<file path="src/rtl/i2s_stream_pkg.sv">
// Shared constants, FSM state type and header/frame-size helpers for the
// I2S row stream transmitter.
package i2s_stream_pkg;

  localparam int HDR_BITS  = 16;
  localparam int WORD_BITS = 16;

  // Header field widths: {num_modules_x, num_modules_y, pad, row}
  localparam int MX_W  = 4;
  localparam int MY_W  = 4;
  localparam int PAD_W = 2;
  localparam int ROW_W = 6;

  typedef enum logic [1:0] {
    IDLE = 2'd0,
    HDR  = 2'd1,
    DATA = 2'd2
  } state_e;

  // Build the 16-bit row header; the pad bits are always zero.
  function automatic logic [HDR_BITS-1:0] pack_header(
    input logic [MX_W-1:0]  nx,
    input logic [MY_W-1:0]  ny,
    input logic [ROW_W-1:0] row
  );
    return {nx, ny, {PAD_W{1'b0}}, row};
  endfunction

  // Number of payload words N = (nx+1)*(ny+1); at most 256, so 9 bits.
  function automatic logic [8:0] frame_words(
    input logic [MX_W-1:0] nx,
    input logic [MY_W-1:0] ny
  );
    logic [9:0] prod;
    prod = ({6'd0, nx} + 10'd1) * ({6'd0, ny} + 10'd1);
    return prod[8:0];
  endfunction

endpackage

</file>
<file path="src/rtl/i2s_bit_timer.sv">
// Bit-phase counter for the serial clock: HALF_DIV cycles low, HALF_DIV
// cycles high per bit. Held at the start of a low phase while disabled so
// the first enabled cycle is always the first cycle of a bit.
module i2s_bit_timer #(
  parameter int HALF_DIV = 4
) (
  input  logic clk,
  input  logic rst_n,
  input  logic en_i,
  output logic sclk_o,
  output logic bit_start_o,
  output logic bit_end_o
);

  localparam int PERIOD = 2 * HALF_DIV;
  localparam int CNT_W  = $clog2(PERIOD);
  localparam logic [CNT_W-1:0] LAST = CNT_W'(PERIOD - 1);
  localparam logic [CNT_W-1:0] HALF = CNT_W'(HALF_DIV);

  logic [CNT_W-1:0] cnt_q, cnt_d;
  logic             sclk_q, sclk_d;

  // Next phase count and the clock level that goes with it.
  always_comb begin
    cnt_d  = '0;
    sclk_d = 1'b0;
    if (!en_i) begin
      cnt_d  = '0;
      sclk_d = 1'b0;
    end else begin
      if (cnt_q == LAST) begin
        cnt_d = '0;
      end else begin
        cnt_d = cnt_q + CNT_W'(1);
      end
      sclk_d = (cnt_d >= HALF);
    end
  end

  // Phase counter and registered serial clock.
  always_ff @(posedge clk or negedge rst_n) begin
    if (!rst_n) begin
      cnt_q  <= '0;
      sclk_q <= 1'b0;
    end else begin
      cnt_q  <= cnt_d;
      sclk_q <= sclk_d;
    end
  end

  // Strobes for the first low-phase cycle and the last high-phase cycle.
  always_comb begin
    bit_start_o = en_i && (cnt_q == '0);
    bit_end_o   = en_i && (cnt_q == LAST);
  end

  assign sclk_o = sclk_q;

endmodule

</file>
<file path="src/rtl/i2s_row_streamer.sv">
// Row frame transmitter: serialises a header and N payload words, MSB first,
// fetching each payload word one word ahead from a 1-cycle-latency buffer.
module i2s_row_streamer
  import i2s_stream_pkg::*;
#(
  parameter int HALF_DIV = 4,
  parameter int NUM_ROWS = 8,
  parameter int ADDR_W   = 8
) (
  input  logic                 clk,
  input  logic                 rst_n,
  input  logic                 start,
  input  logic [MX_W-1:0]      num_modules_x,
  input  logic [MY_W-1:0]      num_modules_y,
  output logic                 word_rd_en,
  output logic [ADDR_W-1:0]    word_addr,
  input  logic [WORD_BITS-1:0] word_rdata,
  output logic                 i2s_clk,
  output logic                 i2s_data,
  output logic                 busy,
  output logic                 frame_done,
  output logic [ROW_W-1:0]     row_num
);

  localparam logic [ROW_W-1:0] ROW_LAST = ROW_W'(NUM_ROWS - 1);

  state_e                 state_q;
  logic                   busy_q;
  logic                   data_q;
  logic                   done_q;
  logic                   rd_en_q;
  logic [ADDR_W-1:0]      addr_q;
  logic [ROW_W-1:0]       row_q;
  logic [WORD_BITS-1:0]   shift_q;
  logic [3:0]             bit_idx_q;
  logic [ADDR_W-1:0]      word_idx_q;
  logic [ADDR_W-1:0]      last_addr_q;
  logic [WORD_BITS-1:0]   prefetch_q;
  logic                   pf_pend_q;

  logic [HDR_BITS-1:0]    hdr_s;
  logic [8:0]             n_m1_s;
  logic [ADDR_W-1:0]      last_addr_s;
  logic                   bit_start_s;
  logic                   bit_end_s;
  logic                   sclk_s;

  assign hdr_s       = pack_header(num_modules_x, num_modules_y, row_q);
  assign n_m1_s      = frame_words(num_modules_x, num_modules_y) - 9'd1;
  assign last_addr_s = ADDR_W'(n_m1_s);

  i2s_bit_timer #(
    .HALF_DIV (HALF_DIV)
  ) u_bit_timer (
    .clk         (clk),
    .rst_n       (rst_n),
    .en_i        (busy_q),
    .sclk_o      (sclk_s),
    .bit_start_o (bit_start_s),
    .bit_end_o   (bit_end_s)
  );

  // Capture buffer data the cycle after each read strobe.
  always_ff @(posedge clk or negedge rst_n) begin
    if (!rst_n) begin
      pf_pend_q  <= 1'b0;
      prefetch_q <= '0;
    end else begin
      pf_pend_q <= rd_en_q;
      if (pf_pend_q) begin
        prefetch_q <= word_rdata;
      end else begin
        prefetch_q <= prefetch_q;
      end
    end
  end

  // Frame FSM: start acceptance, bit shifting, word loads and read issue.
  always_ff @(posedge clk or negedge rst_n) begin
    if (!rst_n) begin
      state_q     <= IDLE;
      busy_q      <= 1'b0;
      data_q      <= 1'b0;
      done_q      <= 1'b0;
      rd_en_q     <= 1'b0;
      addr_q      <= '0;
      row_q       <= '0;
      shift_q     <= '0;
      bit_idx_q   <= 4'd0;
      word_idx_q  <= '0;
      last_addr_q <= '0;
    end else begin
      done_q <= 1'b0;
      // A read strobe lasts until the first cycle of the bit it was issued in.
      rd_en_q <= rd_en_q && !bit_start_s;
      case (state_q)
        IDLE: begin
          if (start) begin
            state_q     <= HDR;
            busy_q      <= 1'b1;
            data_q      <= hdr_s[HDR_BITS-1];
            shift_q     <= {hdr_s[HDR_BITS-2:0], 1'b0};
            bit_idx_q   <= 4'd15;
            rd_en_q     <= 1'b1;
            addr_q      <= '0;
            word_idx_q  <= '0;
            last_addr_q <= last_addr_s;
          end else begin
            busy_q <= 1'b0;
            data_q <= 1'b0;
          end
        end
        HDR, DATA: begin
          if (bit_end_s) begin
            if (bit_idx_q != 4'd0) begin
              data_q    <= shift_q[WORD_BITS-1];
              shift_q   <= {shift_q[WORD_BITS-2:0], 1'b0};
              bit_idx_q <= bit_idx_q - 4'd1;
            end else if ((state_q == DATA) && (word_idx_q == last_addr_q)) begin
              state_q <= IDLE;
              busy_q  <= 1'b0;
              data_q  <= 1'b0;
              done_q  <= 1'b1;
              row_q   <= (row_q == ROW_LAST) ? '0 : row_q + 6'd1;
            end else begin
              // Word boundary: load the prefetched word and fetch the next one.
              state_q    <= DATA;
              data_q     <= prefetch_q[WORD_BITS-1];
              shift_q    <= {prefetch_q[WORD_BITS-2:0], 1'b0};
              bit_idx_q  <= 4'd15;
              word_idx_q <= (state_q == HDR) ? '0 : word_idx_q + ADDR_W'(1);
              if (addr_q != last_addr_q) begin
                addr_q  <= addr_q + ADDR_W'(1);
                rd_en_q <= 1'b1;
              end else begin
                addr_q <= addr_q;
              end
            end
          end else begin
            data_q <= data_q;
          end
        end
        default: begin
          state_q <= IDLE;
          busy_q  <= 1'b0;
          data_q  <= 1'b0;
        end
      endcase
    end
  end

  assign word_rd_en = rd_en_q;
  assign word_addr  = addr_q;
  assign i2s_clk    = sclk_s;
  assign i2s_data   = data_q;
  assign busy       = busy_q;
  assign frame_done = done_q;
  assign row_num    = row_q;

endmodule
</file>
<file path="config.mk">
export PLATFORM = sky130hd
export DESIGN_NAME = i2s_row_streamer
export DESIGN_NICKNAME = d
export VERILOG_FILES = /design/src/rtl/i2s_stream_pkg.sv /design/src/rtl/i2s_bit_timer.sv /design/src/rtl/i2s_row_streamer.sv
export SDC_FILE = /design/constraint.sdc
export NUM_CORES = 1
export LEC_CHECK = 0
export CORE_MARGIN = 1
export CORE_UTILIZATION = 45
export DETAILED_ROUTE_END_ITERATION = 6
export PLACE_DENSITY_LB_ADDON = 0.3
export SETUP_SLACK_MARGIN = 0.1
export SLEW_MARGIN = 20
export SYNTH_ARGS = -nofsm -noshare
export SYNTH_HDL_FRONTEND = slang
export SYNTH_SLANG_ARGS = --single-unit
</file>
<file path="constraint.sdc">
create_clock -name clk -period 6 [get_ports clk]
set_input_delay 0.6 -clock clk [delete_from_list [all_inputs] [get_ports clk]]
set_output_delay 0.6 -clock clk [all_outputs]
set_load 0.05 [all_outputs]
</file>
-- Yosys cells after proc, flatten, opt, wreduce, memory -nomap -nowiden
Index checks and enable logic that the tools add are counted.
- $add $sub $neg: 8
- multiply operators: 1
- magnitude comparators: 1
- equal/unequal tests: 13
- multiplexer cells: 51
- bitwise operators: 1
- reductions and logical operators: 17
- operator list (cell ; count):
    $mux W8 ; 9
    $mux W16 ; 4
    $pmux W16 S2 ; 1
    $pmux W8 S2 ; 2
    $mux W1 ; 18
    $add A8 B1 Y8 const B ; 2
    $mux W4 ; 4
    $ne A2 B2 Y1 const B ; 6
    $add A4 B1 Y5 const B ; 2
    $mux W3 ; 3
    $eq A8 B8 Y1 ; 1
    $mul A5 B5 Y8 ; 1
    $mux W2 ; 4
    $ne A8 B8 Y1 ; 1
    $pmux W4 S2 ; 1
    $reduce_and A4 Y1 ; 2
    $sub A8 B1 Y8 const B ; 1
    $add A6 B1 Y6 const B ; 1
    $eq A6 B3 Y1 const B ; 1
    $mux W6 ; 1
    $pmux W1 S2 ; 3
    $reduce_and A3 Y1 ; 2
    $reduce_and A6 Y1 ; 1
    $reduce_and A5 Y1 ; 1
    17 further kinds ; 20
- register bits after elaboration: 77
- input port bits: 27
- output and inout bits: 19
- logic and storage cells: 107

-- Logic depth before layout (Yosys ltp)
- word-level depth: 9
- depth in mapped cells: 16
- gate-level depth less buffers: 15

-- By module
Synthesis repeated with hierarchy kept, for this count alone.
- cells, all modules: 475
- area, all modules: 4704.5 µm²
- modules (own cells, without submodules) (module ; instances ; cells each ; area each (µm²) ; sequential area each (µm²)):
    i2s_row_streamer ; 1 ; 462 ; 4540.6 ; 1801.7
    i2s_bit_timer ; 1 ; 13 ; 163.9 ; 75.1

-- Least setup slack after synthesis
No wires, ideal clock.
- kind: input -> register
- start: in num_modules_y[0]
- end: reg last_addr_q[7]
- setup time: 0.132 ns
- data arrival time: 3.770 ns
- data required time: 5.868 ns
- setup slack: 2.098 ns
- stages: 14
- path buffers: 0
- path through: ha_1 -> xnor2_1 -> nor2_1 -> fa_1 -> inv_1 -> fa_1 -> fa_1 -> inv_1 -> ha_1 -> a21oi_1 -> o21bai_1 -> a21oi_1 -> xnor2_1 -> o21ai_0
- word-level cells in the longest chain between the ends: 3
- RTL lines (element ; RTL line ; text):
    start, declared ; i2s_row_streamer.sv:14 ; input logic [MY_W-1:0] num_modules_y,
    $add A4 B1 Y5 ; i2s_stream_pkg.sv:35 ; prod = ({6'd0, nx} + 10'd1) * ({6'd0, ny} + 10'd1);
    $mul A5 B5 Y8 ; i2s_stream_pkg.sv:35 ;
    $sub A8 B1 Y8 ; i2s_row_streamer.sv:49 ; assign n_m1_s = frame_words(num_modules_x, num_modules_y) - 9'd1;
    end signal, assigned ; i2s_row_streamer.sv:107 ; last_addr_q <= last_addr_s;
    end, declared ; i2s_row_streamer.sv:37 ; logic [ADDR_W-1:0] last_addr_q;
Every way passes these cells.
A chain may end at the register's enable or synchronous reset.

-- Worst setup path after layout
Same ends and word-level chain as after synthesis.

==> impl_metrics.tcl <==
set metrics [dict create \
    status "finished clean" \
    grt_setup_unrepaired "false" \
    hold_violations 0 \
    grt_pass1_vias 3605 \
    grt_pass1_wl_um 17400 \
    clock-sinks 75 \
    reg2reg_from "state_q[1]" \
    crit_slowest_cell "fa_1" \
    routed_wl_um 9950 \
    fin_cells 681 \
    syn2layout_area_growth_pct 15.4 \
    start_util_pct 46.1 \
    drv_cap 0 \
    startpoint "num_modules_y[0]" \
    place.gp.congestion 0.847 \
    p_leak_nw 2.38 \
    syn_nets 569 \
    first_iter_violations 165 \
    ys.warnings.count 0 \
    max_freq_ghz 0.229 \
    syn_inst 505 \
    ios 46 \
    place_ws_ns 1.26 \
    final_nets 604 \
    path_buf_inv 3 \
    power_density_nw_per_um2 453 \
    critPathMaxFanout 8 \
    synth-seq-area-share_pct 39.6 \
    ant_nets 0 \
    synth.area.top_cells "dfrtp_1 40%, ha_1 6.6%, nand2_1 5.9%" \
    ctsLongestPathBuffers 2 \
    viasPerCell 5.40 \
    path_common_cell "fa_1" \
    post-route-min-period_ns 4.37 \
    tightest_slew_ns 0.931 \
    post_drt_wl_per_cell_um 14.6 \
    n_fill_cell 923 \
    finalSetupViolations 0 \
    required_ns 6.23 \
    cts_made_buffers 9 \
    clock_skew_ns 0.0131 \
    antenna_found_initial 0 \
    holdCritPathClass "primary input to async pin" \
    dp.cells 665 \
    critical_path_class "primary input to flop" \
    startpoint_type "primary input" \
    synth.top_cell.area_share_pct 39.6 \
    worstSetupEndpointType "flop" \
    peakVddDrop_uv 230 \
    clock-root-buffer "clkbuf_8" \
    tritoncts "built" \
    clock_latency_ns 0.36 \
    finalSetupTns_ns 0 \
    port_buffers 45 \
    drc 0 \
    crit_chain "clkdlybuf4s50_1 -> ha_1 -> xnor2_1 -> nor2_1 -> fa_1 -> inv_1 -> fa_1 -> fa_1 -> inv_1 -> ha_1 -> a21oi_1 -> o21bai_1 -> a21oi_1 -> xnor2_1 -> o21ai_0" \
    post_cts_buffers 0 \
    relSlewSlack_pct 38.0 \
    rows 37 \
    overflow 0 \
    slowest_delay_ns 0.55 \
    hold_buffers 0 \
    n_antenna_cell 0 \
    worst_slack_ns 1.63 \
    core_area_um2 10300 \
    totalPowerFinal_mw 2.48 \
    drv_slew 0 \
    grt_max_degree 76 \
    netlist_top_cells_count "75 x dfrtp_1, 74 x nand2_1, 49 x o21ai_0, 31 x inv_1, 30 x nor2_1" \
    die-area_um2 11000 \
    synth_async_sr_flop_share_pct 100 \
    synth_most_common_cell "dfrtp_1" \
    yosysUniqueCellTypes 56 \
    synth_edf_count 0 \
    dr.pass1.iters 4 \
    fin_crit_sh_pct 72.9 \
    num_vias 3679 \
    yosysTopAreaCell "dfrtp_1" \
    drive_gt1_share_pct 10.1 \
    dp_hpwl_um 7120 \
    ys_ff_latch 75 \
    syn_area_per_cell_um2 9.39 \
    path_delay_family "adder cells" \
    die_h_um 105 \
    synth.cell_area_um2 4740 \
    htreeDepth 3 \
    die_x_um 105 \
    synth_ff_type "dfrtp_1" \
    cts_resized 0 \
    arrival_ns 4.60 \
    grt_usage_pct 19.8 \
    path_clk_slew_ns 0.09 \
]
flip-flops by register name (all words and copies together) (netlist names), 3 cells and up:
| signal | flops |
|---|---|
| u_bit_timer.cnt_q | 3 |
| word_idx_q | 8 |
| row_num | 6 |
| last_addr_q | 8 |
| prefetch_q | 16 |
| word_addr | 8 |
| bit_idx_q | 4 |
| shift_q | 15 |
power breakdown:
group | switching (mW) | total, mW | internal, mW
combinational | 0.720 | 1.22 | 0.504
sequential | 0.168 | 0.858 | 0.690
clock | 0.202 | 0.399 | 0.197
logic make-up (layout without fill, tap and decap cells):
family | Yosys count | count (layout) | share of synthesized area, %
AND/OR/NAND/NOR | 182 | 182 | 19.0
AO/OA/AOI/OAI | 98 | 98 | 12.9
buffers and inverters | 55 | 95 | 4.83
multiplexers | 26 | 26 | 6.15
adder cells (fa/ha/maj) | 37 | 37 | 11.7
XOR/XNOR | 32 | 32 | 5.91
flip-flops | 75 | 75 | 39.6
per-stage QoR:
stage | utilization (%) | hold slack, ns | cell area (um2)
2_1_floorplan | - | 0.304 | 4740
3_3_place_gp | 51.3 | 0.430 | 5270
3_5_place_dp | 51.3 | 0.419 | 5270
4_1_cts | 53.2 | 0.406 | 5470
5_1_grt | 53.3 | 0.436 | 5470
6_report | 53.3 | 0.375 | 5470
cells in the final DEF, fill, tap and decap left out, types with 12 or more instances in the layout:
| cell | instances |
|---|---|
| clkdlybuf4s50_1 | 44 |
| nand3_1 | 25 |
| o21ai_0 | 49 |
| a21oi_1 | 14 |
| mux2_2 | 24 |
| nand2_1 | 74 |
| dfrtp_1 | 75 |
| fa_1 | 12 |
| inv_1 | 31 |
| nor2_1 | 30 |
| ha_1 | 24 |
| xnor2_1 | 29 |
worst register-to-register path, delay by kind of cell, from the launching register on:
family          cells  cell delay [ns]
fa+ha+maj           1             0.77
flops               1             0.41
compound gates      2             0.43
buf+inv             1             0.09
simple gates        4             1.24
cell type report:
| class | instances | area, um2 | area share (%) |
|---|---|---|---|
| Clock inverter | 6 | 72.6 | 1.33 |
| Tap cell | 136 | 170 | 3.11 |
| Multi-Input combinational cell | 375 | 2640 | 48.2 |
| Clock buffer | 10 | 128 | 2.33 |
| Sequential cell | 75 | 1880 | 34.3 |
| Timing Repair Buffer | 48 | 470 | 8.60 |
| Inverter | 31 | 116 | 2.13 |
path summary, 6_finish.rpt:
check,to,slack (ns),cells after the start
max,last_addr_q[7],1.63,15
min,pf_pend_q,0.37,1
max reg2reg,word_idx_q[7],3.00,8
min reg2reg,pf_pend_q,0.42,0
max in group asynchronous,last_addr_q[3],5.02,1
min in group clk,pf_pend_q,0.42,0
metal layers:
| metal | share of wire (%) | GRT usage (%) |
|---|---|---|
| met5 | 0 | 0 |
| met2 | 49 | 31.9 |
| met1 | 47 | 26.7 |
| met3 | 3.5 | 3.68 |
| met4 | 0.89 | 6.74 |
(Power assumes the default switching activity.)
